[src/rtl/biu_bus_arbiter_pkg.sv]
// Shared widths, arbiter state encoding and command-type helpers for biu_bus_arbiter.
package biu_bus_arbiter_pkg;

  localparam int FCU_IADDR_WIDTH = 32;
  localparam int FCU_DDATA_WIDTH = 32;

  typedef enum logic [1:0] {
    ARB_IDLE    = 2'd0,
    ARB_BUSY    = 2'd1,
    ARB_RELEASE = 2'd2
  } arb_state_e;

  typedef struct packed {
    logic wt;
    logic line;
    logic read;
  } cmd_type_t;

  // A port may raise several type bits at once; exactly one survives, wt > line > read.
  function automatic cmd_type_t pick_type(input logic wt, input logic line, input logic read);
    cmd_type_t t;
    t.wt   = wt;
    t.line = ~wt & line;
    t.read = ~wt & ~line & read;
    return t;
  endfunction

endpackage

[src/rtl/biu_bus_arbiter_if.sv]
// Request/response bundle between the two biu_cell ports, the arbiter and the cache bus unit.
interface biu_bus_arbiter_if
  import biu_bus_arbiter_pkg::*;
#(
  parameter int ADDR_W = FCU_IADDR_WIDTH,
  parameter int DATA_W = FCU_DDATA_WIDTH
);
  // Requests are levels held until trans_rdy/bus_error; trans_rdy/bus_error are 1-cycle pulses.
  logic              p0_wt_req, p0_read_req, p0_line_req;
  logic [3:0]        p0_size;
  logic [ADDR_W-1:0] p0_pa;
  logic [DATA_W-1:0] p0_wt_data;
  logic              p0_line_write, p0_entry_write, p0_trans_rdy, p0_bus_error;
  logic              p1_wt_req, p1_read_req, p1_line_req;
  logic [3:0]        p1_size;
  logic [ADDR_W-1:0] p1_pa;
  logic [DATA_W-1:0] p1_wt_data;
  logic              p1_line_write, p1_entry_write, p1_trans_rdy, p1_bus_error;
  logic [63:0]       line_data_o;
  logic [10:0]       addr_count_o;
  logic              wt_req, read_req, line_req;
  logic [3:0]        size_o;
  logic [ADDR_W-1:0] pa_o;
  logic [DATA_W-1:0] wt_data_o;
  logic [63:0]       line_data;
  logic [10:0]       addr_count;
  logic              line_write, cache_entry_write, trans_rdy, bus_error;
  logic [1:0]        owner;
  arb_state_e        state;

  modport slave (
    input  p0_wt_req, p0_read_req, p0_line_req, p0_size, p0_pa, p0_wt_data,
    input  p1_wt_req, p1_read_req, p1_line_req, p1_size, p1_pa, p1_wt_data,
    input  line_data, addr_count, line_write, cache_entry_write, trans_rdy, bus_error,
    output p0_line_write, p0_entry_write, p0_trans_rdy, p0_bus_error,
    output p1_line_write, p1_entry_write, p1_trans_rdy, p1_bus_error,
    output line_data_o, addr_count_o, wt_req, read_req, line_req, size_o, pa_o, wt_data_o,
    output owner, state
  );

  modport master (
    output p0_wt_req, p0_read_req, p0_line_req, p0_size, p0_pa, p0_wt_data,
    output p1_wt_req, p1_read_req, p1_line_req, p1_size, p1_pa, p1_wt_data,
    output line_data, addr_count, line_write, cache_entry_write, trans_rdy, bus_error,
    input  p0_line_write, p0_entry_write, p0_trans_rdy, p0_bus_error,
    input  p1_line_write, p1_entry_write, p1_trans_rdy, p1_bus_error,
    input  line_data_o, addr_count_o, wt_req, read_req, line_req, size_o, pa_o, wt_data_o,
    input  owner, state
  );

endinterface

[src/rtl/biu_bus_arbiter_rr_pick.sv]
// 2-way chooser: a lone requester wins; a tie goes to port 1 when fixed, else to the port != last_grant.
module biu_rr_pick (
  input  logic [1:0] i_req,
  input  logic       i_last_grant,
  input  logic       i_fixed,
  output logic [1:0] o_grant
);

  always_comb begin
    o_grant = 2'b00;
    case (i_req)
      2'b01:   o_grant = 2'b01;
      2'b10:   o_grant = 2'b10;
      2'b11:   o_grant = (i_fixed || !i_last_grant) ? 2'b10 : 2'b01;
      default: o_grant = 2'b00;
    endcase
  end

endmodule

[src/rtl/biu_bus_arbiter.sv]
// Shares one cache bus unit between the fetch (port 0) and load/store (port 1) biu_cells:
// grants, latches the winning command, routes responses to the owner and times out dead transfers.
module biu_bus_arbiter
  import biu_bus_arbiter_pkg::*;
#(
  parameter int ADDR_W     = FCU_IADDR_WIDTH,
  parameter int DATA_W     = FCU_DDATA_WIDTH,
  parameter int FIXED_PRIO = 0,
  parameter int TIMEOUT    = 1024
) (
  input  logic              clk,
  input  logic              rst,
  biu_bus_arbiter_if.slave  bus
);

  localparam int CNT_W = (TIMEOUT > 1) ? $clog2(TIMEOUT) : 1;

  arb_state_e        r_state, w_state_nxt;
  logic              r_last_grant;
  logic [1:0]        r_owner;
  cmd_type_t         r_cmd;
  logic [3:0]        r_size;
  logic [ADDR_W-1:0] r_pa;
  logic [DATA_W-1:0] r_wt_data;
  logic [CNT_W-1:0]  r_cnt;

  logic       w_req0, w_req1, w_win, w_fixed;
  logic [1:0] w_grant;
  logic       w_busy, w_resp, w_timeout, w_own0, w_own1;
  cmd_type_t  w_cmd0, w_cmd1;

  assign w_req0  = bus.p0_wt_req | bus.p0_read_req | bus.p0_line_req;
  assign w_req1  = bus.p1_wt_req | bus.p1_read_req | bus.p1_line_req;
  assign w_cmd0  = pick_type(bus.p0_wt_req, bus.p0_line_req, bus.p0_read_req);
  assign w_cmd1  = pick_type(bus.p1_wt_req, bus.p1_line_req, bus.p1_read_req);
  assign w_fixed = (FIXED_PRIO != 0);

  biu_rr_pick u_pick (
    .i_req        ({w_req1, w_req0}),
    .i_last_grant (r_last_grant),
    .i_fixed      (w_fixed),
    .o_grant      (w_grant)
  );

  assign w_win  = w_grant[1];
  assign w_busy = (r_state == ARB_BUSY);
  assign w_resp = bus.trans_rdy | bus.bus_error;
  // Counter starts at 0 on the first BUSY cycle, so TIMEOUT-1 marks the TIMEOUT-th cycle.
  assign w_timeout = (TIMEOUT != 0) && w_busy && (r_cnt == CNT_W'(TIMEOUT - 1)) && !w_resp;

  always_comb begin
    w_state_nxt = r_state;
    case (r_state)
      ARB_IDLE:    if (w_req0 || w_req1) w_state_nxt = ARB_BUSY;
      ARB_BUSY:    if (w_resp || w_timeout) w_state_nxt = ARB_RELEASE;
      ARB_RELEASE: w_state_nxt = ARB_IDLE;
      default:     w_state_nxt = ARB_IDLE;
    endcase
  end

  always_ff @(posedge clk or negedge rst) begin
    if (!rst) begin
      r_state      <= ARB_IDLE;
      r_last_grant <= 1'b1;
      r_owner      <= 2'b00;
      r_cmd        <= '0;
      r_size       <= '0;
      r_pa         <= '0;
      r_wt_data    <= '0;
      r_cnt        <= '0;
    end else begin
      r_state <= w_state_nxt;
      case (r_state)
        ARB_IDLE: begin
          if (w_req0 || w_req1) begin
            r_owner      <= w_grant;
            r_last_grant <= w_win;
            r_cnt        <= '0;
            r_cmd        <= w_win ? w_cmd1 : w_cmd0;
            r_size       <= w_win ? bus.p1_size : bus.p0_size;
            r_pa         <= w_win ? bus.p1_pa : bus.p0_pa;
            r_wt_data    <= w_win ? bus.p1_wt_data : bus.p0_wt_data;
          end
        end
        ARB_BUSY: begin
          r_cnt <= r_cnt + 1'b1;
          if (w_resp || w_timeout) r_cmd <= '0;
        end
        ARB_RELEASE: r_owner <= 2'b00;
        default: ;
      endcase
    end
  end

  // Bus-unit command is visible only while BUSY; the latched copy keeps it stable if the port withdraws.
  assign bus.wt_req    = w_busy & r_cmd.wt;
  assign bus.read_req  = w_busy & r_cmd.read;
  assign bus.line_req  = w_busy & r_cmd.line;
  assign bus.size_o    = w_busy ? r_size : '0;
  assign bus.pa_o      = w_busy ? r_pa : '0;
  assign bus.wt_data_o = w_busy ? r_wt_data : '0;

  assign w_own0 = w_busy & (r_owner == 2'b01);
  assign w_own1 = w_busy & (r_owner == 2'b10);

  assign bus.p0_line_write  = w_own0 & bus.line_write;
  assign bus.p0_entry_write = w_own0 & bus.cache_entry_write;
  assign bus.p0_trans_rdy   = w_own0 & bus.trans_rdy;
  assign bus.p0_bus_error   = w_own0 & (bus.bus_error | w_timeout);
  assign bus.p1_line_write  = w_own1 & bus.line_write;
  assign bus.p1_entry_write = w_own1 & bus.cache_entry_write;
  assign bus.p1_trans_rdy   = w_own1 & bus.trans_rdy;
  assign bus.p1_bus_error   = w_own1 & (bus.bus_error | w_timeout);

  // Line data is common to both ports; it is held at 0 outside a transfer.
  assign bus.line_data_o  = w_busy ? bus.line_data : '0;
  assign bus.addr_count_o = w_busy ? bus.addr_count : '0;

  assign bus.owner = r_owner;
  assign bus.state = r_state;

endmodule
[src/flat_wrapper.sv]
// flat-port wrapper written by rule: the top's interface ports become plain ports
module biu_bus_arbiter_flat import biu_bus_arbiter_pkg::*;
#(
  parameter int ADDR_W     = FCU_IADDR_WIDTH,
  parameter int DATA_W     = FCU_DDATA_WIDTH,
  parameter int FIXED_PRIO = 0,
  parameter int TIMEOUT    = 1024
)
  (clk, rst, bus_p0_wt_req, bus_p0_read_req, bus_p0_line_req, bus_p0_size, bus_p0_pa, bus_p0_wt_data, bus_p1_wt_req, bus_p1_read_req, bus_p1_line_req, bus_p1_size, bus_p1_pa, bus_p1_wt_data, bus_line_data, bus_addr_count, bus_line_write, bus_cache_entry_write, bus_trans_rdy, bus_bus_error, bus_p0_line_write, bus_p0_entry_write, bus_p0_trans_rdy, bus_p0_bus_error, bus_p1_line_write, bus_p1_entry_write, bus_p1_trans_rdy, bus_p1_bus_error, bus_line_data_o, bus_addr_count_o, bus_wt_req, bus_read_req, bus_line_req, bus_size_o, bus_pa_o, bus_wt_data_o, bus_owner, bus_state);
  biu_bus_arbiter_if #(.ADDR_W(ADDR_W), .DATA_W(DATA_W)) bus_i ();
  input  logic clk;
  input  logic rst;
  input wire logic [$bits(bus_i.p0_wt_req)-1:0] bus_p0_wt_req;
  input wire logic [$bits(bus_i.p0_read_req)-1:0] bus_p0_read_req;
  input wire logic [$bits(bus_i.p0_line_req)-1:0] bus_p0_line_req;
  input wire logic [$bits(bus_i.p0_size)-1:0] bus_p0_size;
  input wire logic [$bits(bus_i.p0_pa)-1:0] bus_p0_pa;
  input wire logic [$bits(bus_i.p0_wt_data)-1:0] bus_p0_wt_data;
  input wire logic [$bits(bus_i.p1_wt_req)-1:0] bus_p1_wt_req;
  input wire logic [$bits(bus_i.p1_read_req)-1:0] bus_p1_read_req;
  input wire logic [$bits(bus_i.p1_line_req)-1:0] bus_p1_line_req;
  input wire logic [$bits(bus_i.p1_size)-1:0] bus_p1_size;
  input wire logic [$bits(bus_i.p1_pa)-1:0] bus_p1_pa;
  input wire logic [$bits(bus_i.p1_wt_data)-1:0] bus_p1_wt_data;
  input wire logic [$bits(bus_i.line_data)-1:0] bus_line_data;
  input wire logic [$bits(bus_i.addr_count)-1:0] bus_addr_count;
  input wire logic [$bits(bus_i.line_write)-1:0] bus_line_write;
  input wire logic [$bits(bus_i.cache_entry_write)-1:0] bus_cache_entry_write;
  input wire logic [$bits(bus_i.trans_rdy)-1:0] bus_trans_rdy;
  input wire logic [$bits(bus_i.bus_error)-1:0] bus_bus_error;
  output wire logic [$bits(bus_i.p0_line_write)-1:0] bus_p0_line_write;
  output wire logic [$bits(bus_i.p0_entry_write)-1:0] bus_p0_entry_write;
  output wire logic [$bits(bus_i.p0_trans_rdy)-1:0] bus_p0_trans_rdy;
  output wire logic [$bits(bus_i.p0_bus_error)-1:0] bus_p0_bus_error;
  output wire logic [$bits(bus_i.p1_line_write)-1:0] bus_p1_line_write;
  output wire logic [$bits(bus_i.p1_entry_write)-1:0] bus_p1_entry_write;
  output wire logic [$bits(bus_i.p1_trans_rdy)-1:0] bus_p1_trans_rdy;
  output wire logic [$bits(bus_i.p1_bus_error)-1:0] bus_p1_bus_error;
  output wire logic [$bits(bus_i.line_data_o)-1:0] bus_line_data_o;
  output wire logic [$bits(bus_i.addr_count_o)-1:0] bus_addr_count_o;
  output wire logic [$bits(bus_i.wt_req)-1:0] bus_wt_req;
  output wire logic [$bits(bus_i.read_req)-1:0] bus_read_req;
  output wire logic [$bits(bus_i.line_req)-1:0] bus_line_req;
  output wire logic [$bits(bus_i.size_o)-1:0] bus_size_o;
  output wire logic [$bits(bus_i.pa_o)-1:0] bus_pa_o;
  output wire logic [$bits(bus_i.wt_data_o)-1:0] bus_wt_data_o;
  output wire logic [$bits(bus_i.owner)-1:0] bus_owner;
  output wire logic [$bits(bus_i.state)-1:0] bus_state;
  assign bus_i.p0_wt_req = bus_p0_wt_req;
  assign bus_i.p0_read_req = bus_p0_read_req;
  assign bus_i.p0_line_req = bus_p0_line_req;
  assign bus_i.p0_size = bus_p0_size;
  assign bus_i.p0_pa = bus_p0_pa;
  assign bus_i.p0_wt_data = bus_p0_wt_data;
  assign bus_i.p1_wt_req = bus_p1_wt_req;
  assign bus_i.p1_read_req = bus_p1_read_req;
  assign bus_i.p1_line_req = bus_p1_line_req;
  assign bus_i.p1_size = bus_p1_size;
  assign bus_i.p1_pa = bus_p1_pa;
  assign bus_i.p1_wt_data = bus_p1_wt_data;
  assign bus_i.line_data = bus_line_data;
  assign bus_i.addr_count = bus_addr_count;
  assign bus_i.line_write = bus_line_write;
  assign bus_i.cache_entry_write = bus_cache_entry_write;
  assign bus_i.trans_rdy = bus_trans_rdy;
  assign bus_i.bus_error = bus_bus_error;
  assign bus_p0_line_write = bus_i.p0_line_write;
  assign bus_p0_entry_write = bus_i.p0_entry_write;
  assign bus_p0_trans_rdy = bus_i.p0_trans_rdy;
  assign bus_p0_bus_error = bus_i.p0_bus_error;
  assign bus_p1_line_write = bus_i.p1_line_write;
  assign bus_p1_entry_write = bus_i.p1_entry_write;
  assign bus_p1_trans_rdy = bus_i.p1_trans_rdy;
  assign bus_p1_bus_error = bus_i.p1_bus_error;
  assign bus_line_data_o = bus_i.line_data_o;
  assign bus_addr_count_o = bus_i.addr_count_o;
  assign bus_wt_req = bus_i.wt_req;
  assign bus_read_req = bus_i.read_req;
  assign bus_line_req = bus_i.line_req;
  assign bus_size_o = bus_i.size_o;
  assign bus_pa_o = bus_i.pa_o;
  assign bus_wt_data_o = bus_i.wt_data_o;
  assign bus_owner = bus_i.owner;
  assign bus_state = bus_i.state;
  biu_bus_arbiter #(.ADDR_W(ADDR_W), .DATA_W(DATA_W), .FIXED_PRIO(FIXED_PRIO), .TIMEOUT(TIMEOUT)) u_core (.clk(clk), .rst(rst), .bus(bus_i));
endmodule
[config.mk]
export PLATFORM = sky130hd
export DESIGN_NAME = biu_bus_arbiter_flat
export DESIGN_NICKNAME = d
export VERILOG_FILES = /design/src/rtl/biu_bus_arbiter_pkg.sv /design/src/rtl/biu_bus_arbiter_if.sv /design/src/rtl/biu_bus_arbiter_rr_pick.sv /design/src/rtl/biu_bus_arbiter.sv /design/src/flat_wrapper.sv
export SDC_FILE = /design/constraint.sdc
export NUM_CORES = 1
export LEC_CHECK = 0
export ABC_AREA = 1
export BUFFER_PORTS_ARGS = -buffer_cell sky130_fd_sc_hd__buf_2
export CAP_MARGIN = 20
export CORE_AREA = 4 4 148 150
export CTS_CLUSTER_DIAMETER = 40
export CTS_CLUSTER_SIZE = 14
export DETAILED_ROUTE_END_ITERATION = 6
export DIE_AREA = 0 0 152 154
export SLEW_MARGIN = 20
export SYNTH_ARGS = -nofsm -noshare
export SYNTH_HDL_FRONTEND = slang
export SYNTH_SLANG_ARGS = --single-unit
[constraint.sdc]
create_clock -name clk -period 2.1 [get_ports clk]
set_input_delay 0.63 -clock clk [delete_from_list [all_inputs] [get_ports clk]]
set_output_delay 0.63 -clock clk [all_outputs]
set_load 0.01 [all_outputs]
**Word level (Yosys, flattened, before mapping)**

Index checks and enable logic that the tools add are counted.

- Bits in registers: 86
- Bits in latches: 0
- Bits in writable memories: 0
- Memory bits (read-only): 0
- Input port bits: 223
- Output and inout port bits: 158
- Logic and storage cells: 84
- Memories kept: 0

- Add/subtract/negate cells: 1
- Multipliers: 0
- Div/mod/pow operators: 0
- Magnitude comparators: 0
- Equality and inequality tests: 10
- Shift operators: 0
- Multiplexer cells: 21
- Bitwise operators: 29
- Reductions and logical operators: 13

Operators by type and width:

| cell | count |
|---|---|
| 32-bit 2-to-1 mux | 4 |
| 64-bit 2-to-1 mux | 1 |
| 10-bit case mux with 2 select lines | 1 |
| 1-bit bitwise AND | 19 |
| 11-bit 2-to-1 mux | 1 |
| 10-bit by 1-bit adder with 10-bit output (second input constant) | 1 |
| 10-bit == test (second input constant) | 1 |
| 10-bit 2-to-1 mux | 1 |
| 3-bit 2-to-1 mux | 3 |
| 2-bit == test (second input constant) | 4 |
| 2-bit 2-to-1 mux | 4 |
| 4-bit 2-to-1 mux | 2 |
| 2-bit case mux with 2 select lines | 2 |
| 2-bit AND reduction | 4 |
| 2-bit by 1-bit == test with 1-bit output (second input constant) | 3 |
| 1-bit bitwise OR | 6 |
| 2-bit case mux with 3 select lines | 1 |
| 3-bit case mux with 2 select lines | 1 |
| 1-bit inverter | 4 |
| 2-bit nonzero test | 2 |
| 3-bit AND reduction | 1 |
| 1-bit logical AND | 2 |
| 2-bit logical NOT | 1 |
| 1-bit logical OR | 2 |
| 3 further kinds | 3 |

**Longest topological paths before layout**

- Depth in word-level cells: 7
- Depth in mapped cells: 9
- Mapped depth without buffers: 9

**By module**

From an unflattened synthesis, not the netlist that was laid out.

- Cell total of the unflattened synthesis: 910
- Area, all modules: 5690.5 µm²

Modules (own cells, without submodules):

| module | times used | cells each | area an instance (µm²) | sequential area each (µm²) |
|---|---|---|---|---|
| biu_bus_arbiter | 1 | 896 | 5635.4 | 2153.3 |
| biu_rr_pick | 1 | 14 | 55.1 | 0.0 |

**Worst setup path before layout**

OpenSTA, ideal clock, no wires.

- Path kind: flip-flop to output port
- Start point: reg u_core.r_state[1] (netlist: u_core.bus.state[1])
- End point: out bus_p1_bus_error
- Arrival time: 1.255 ns
- Data required time: 1.470 ns
- Slack: 0.215 ns
- Cell stages (with the launch flop): 7
- Buffers on the path: 1
- Cells stage by stage: dfrtp_1 -> inv_1 -> nand2_1 -> inv_1 -> buf_2 -> nand3_1 -> a21oi_1

- Word-level cells in the longest chain between the ends: 5
- Elaborated cells between the ends (all ways): 6
- Those cells by class: 1 x eq/ne; 3 x bitwise; 2 x reduce/logical

Ends and longest elaborated chain:

| what | RTL line | source |
|---|---|---|
| start: declaration | biu_bus_arbiter.sv:18 | `arb_state_e r_state, w_state_nxt;` |
| start signal: assignment | biu_bus_arbiter.sv:72 | `r_state <= w_state_nxt;` |
| 2-bit by 1-bit == test with 1-bit output (*) | biu_bus_arbiter.sv:46 | `assign w_busy = (r_state == ARB_BUSY);` |
| 1-bit logical AND (2 in a row) | biu_bus_arbiter.sv:49 | `assign w_timeout = (TIMEOUT != 0) && w_busy && (r_cnt == CNT_W'(TIMEOUT - 1)) && !w_resp;` |
| 1-bit bitwise OR | biu_bus_arbiter.sv:113 | `assign bus.p1_bus_error = w_own1 & (bus.bus_error \| w_timeout);` |
| 1-bit bitwise AND (*) | biu_bus_arbiter.sv:113 |  |
| end: declaration | flat_wrapper.sv:38 | `output wire logic [$bits(bus_i.p1_bus_error)-1:0] bus_p1_bus_error;` |

Every way passes the cells marked *; elsewhere a longest branch is shown, timed or not.

**Worst setup path in the final report**

- Start point: reg u_core.r_state[1] (netlist: u_core.bus.state[1])
- End point: out bus_wt_data_o[25]

- Word-level cells in the longest chain between the ends: 2

Ends and longest elaborated chain:

| what | RTL line | source |
|---|---|---|
| 2-bit by 1-bit == test with 1-bit output | biu_bus_arbiter.sv:46 |  |
| 32-bit 2-to-1 mux | biu_bus_arbiter.sv:101 | `assign bus.wt_data_o = w_busy ? r_wt_data : '0;` |
| end: declaration | flat_wrapper.sv:46 | `output wire logic [$bits(bus_i.wt_data_o)-1:0] bus_wt_data_o;` |

Every way passes these cells.

==> results.txt <==
status: complete, but fails checks
failing checks: setup timing
Max stage delay on crit path: 410 ps
root buf cell: clkbuf_16
Detailed Route WL: 20.9 mm
Worst Path Arrival: 1520 ps
post-synthesis compound-gate area fraction: 0.0787
Crit path max-delay family: buffers and inverters
final setup fails: 43
post-route worst setup slack: -48.2 ps
initial antenna violation count: 1
post-route DRC violation count: 0
post-synthesis mux area share: 0
die height: 154 um
Sw Ratio: 0.467
CP Launch Type: flop
Synth Area in Simple Gates: 0.341
Power Density: 1330 mW/mm^2
Slew Limit Headroom: 0.790
fin nets: 1,556
share of layout cells above drive strength 1: 0.356
Post-Place Worst Slack: 228 ps
Hold Vio Cnt, Final: 0
CTS Buf Count: 9
Die X: 152 um
largest family of logic cells by synthesized area: simple AND/OR/NAND/NOR gates
flops & latches, synth: 86
Post-CTS Hold Fix Bufs: 0
worst-margin pin slew: 315 ps
WS Path Type: flop to primary output
Routed WL per cell: 12.9 um
area of the die: 0.0234 mm^2
clk_lat worst skew: 350 ps
Cell Area, Synth: 0.00575 mm^2
FP Rows: 53
max-slew violations: 0
CTS Sinks: 86
Total GRT Usage: 0.169
Vias/cell: 4.23
dpl hpwl: 15.3 mm
post-route ant nets: 0
syn nets: 1,185
first-pass GRT wire length: 32.4 mm
Peak VDD IR: 0.00129 V
Adder-Cell Fraction of Synth Area: 0.00217
Comb power frac: 0.601
grt met1 use: 0.191
met3 Use GR: 0.0357
# fillers: 2,267
min cycle time layout: 2150 ps
final period utilization: 1.02
maxcap violations: 0
dpl cells: 1,584
Cells after Synth: 961
Lkg Pwr: 5.43 nW
Top Usage Layer GRT: met2
Data required, critical path: 1470 ps
unrepaired setup endpoints after global routing: yes
Min-Delay Path Class: input pin to async pin
crit-path cells: inv_4 > nand2_8 > buf_12 > nor2_1 > buf_2
clock tree from TritonCTS: yes
post-route insts no fill: 1,612
I/O Pins: 381
Synth warnings: 0
number of global-route vias before repair: 6,528
XOR/XNOR Fraction of Synth Area: 0
largest net degree at the start of global routing: 73
Layout area overhead: 49.3%
IO buf count: 380
Core ar.: 0.0207 mm^2
final core utilization: 0.415
clock share of power: 0.144
crit path capture type: primary output
vias post-DR: 6,811
Max Clk Rate: 466 MHz
CTS HTree Levels: 3
skew final: 12.0 ps
drt first pass iters: 4
worst-path fanout max: 51
clock-pin slew of the registers on the worst-case setup and hold paths: 70 ps
Int Pwr: 0.00607 W
gr ovfl total: 0
gpl congestion: 0.902
met2 usage: 0.323
initial detailed-routing violation count: 370
Reg power frac: 0.255
total net switching power: 0.00532 W
CTS Buffer Depth: 2
Slowest cell on crit path: dfrtp_1
Syn Area/Cell: 5.99 um^2
crit path buf inv count: 3
Initial Util: 0.278
sequential share of the synthesized area: 0.374
Distinct cells, synth: 25
Final Power: 0.0114 W
==> registers in the layout, indices dropped and copies added (netlist names) <==
register and flops:
u_core.r_pa 32, u_core.r_wt_data 32, u_core.r_cnt 10, u_core.r_size 4, u_core.r_cmd 3, u_core.bus.owner 2, u_core.bus.state 2, u_core.r_last_grant 1
==> routing by layer <==
layer / up-vias / wire [um]
met3: 20 / 1420
met4: 0 / 256
met1: 3053 / 8120
met5: - / 0
li1: 3470 / -
met2: 268 / 11100
==> cells by family (layout without fill, tap and decap cells) <==
kind of cell / Yosys count / count (layout)
compound gates: 90 / 90
buf+inv: 283 / 657
flops: 86 / 86
other cells: 0 / 1
simple gates: 501 / 502
fa+ha+maj: 1 / 1
==> power by group through the flow <==
stage / Combinational, W / Clock [W] / Sequential [W]
detailed placement: 0.00623 / 0 / 0.00289
CTS: 0.00669 / 0.00171 / 0.00288
floorplan: 0.00408 / 0 / 0.00281
global route: 0.00770 / 0.00178 / 0.00300
finish: 0.00684 / 0.00164 / 0.00290
global placement: 0.00617 / 0 / 0.00288
==> per-stage QoR <==
step           hold WS [ps]  instance area [um^2]  setup TNS, ps
3_5_place_dp            463                  7940              0
4_1_cts                 158                  8420          -4230
6_report                170                  8590          -1080
3_3_place_gp            460                  7940              0
2_1_floorplan           334                  5750              0
5_1_grt                 172                  8590          -7460
==> synth_stat cells, drive strengths merged <==
cell type,instances,area share
clkbuf,4,0.0026
o21ai,81,0.070
o21bai,1,0.0013
nand3,16,0.016
nor3,2,0.0017
dfrtp,85,0.37
inv,236,0.15
dfstp,1,0.0046
or2,1,0.0011
a21oi,8,0.0070
buf,43,0.048
nor2,234,0.16
ha,1,0.0022
nand2,245,0.16
nand3b,1,0.0013
nand4,2,0.0022
==> area by class of cell <==
cell class | count | area (um^2) | area share
diodes | 1 | 2.50 | 0.000291
inverters | 236 | 891 | 0.104
clock inverters | 5 | 60.1 | 0.00699
well taps | 275 | 344 | 0.0401
multi-input cells | 593 | 2580 | 0.301
flip-flops and latches | 86 | 2150 | 0.251
repair buffers | 406 | 2310 | 0.270
clock buffers | 10 | 239 | 0.0278
==> timing repair <==
action / in CTS / in global routing
setup buffers: 4 / 2
setup endpoints to repair: 71 / 127
cloned: 4 / 2
resized for setup: 16 / 37
pin swaps: 6 / 5
==> worst paths after layout <==
path	endpoint	cells past startpoint	startpoint	slack (ps)
hold reg to reg	u_core.r_cmd[0]	2	u_core.r_cmd[0]	470
setup reg to reg	u_core.r_wt_data[6]	7	u_core.bus.state[1]	500
hold / removal	u_core.r_pa[16]	1	rst	170
min in group clk	u_core.r_cmd[0]	2	u_core.r_cmd[0]	470
setup / recovery	bus_wt_data_o[25]	5	u_core.bus.state[1]	-50
max in group asynchronous	u_core.r_last_grant	2	rst	1280
==> cell usage in the layout (no fill, tap or decap), types with 5 or more instances in the layout <==
master     count
buf_2        379
nand2_1      240
inv_1        229
nor2_1       200
dfrtp_1       84
o21ai_1       70
nor2_2        30
buf_4         13
nand3_1       12
o21ai_0       11
clkbuf_16     11
a21oi_1        8
buf_12         8
inv_2          5
Note: power is estimated with default switching activity, not from simulation.
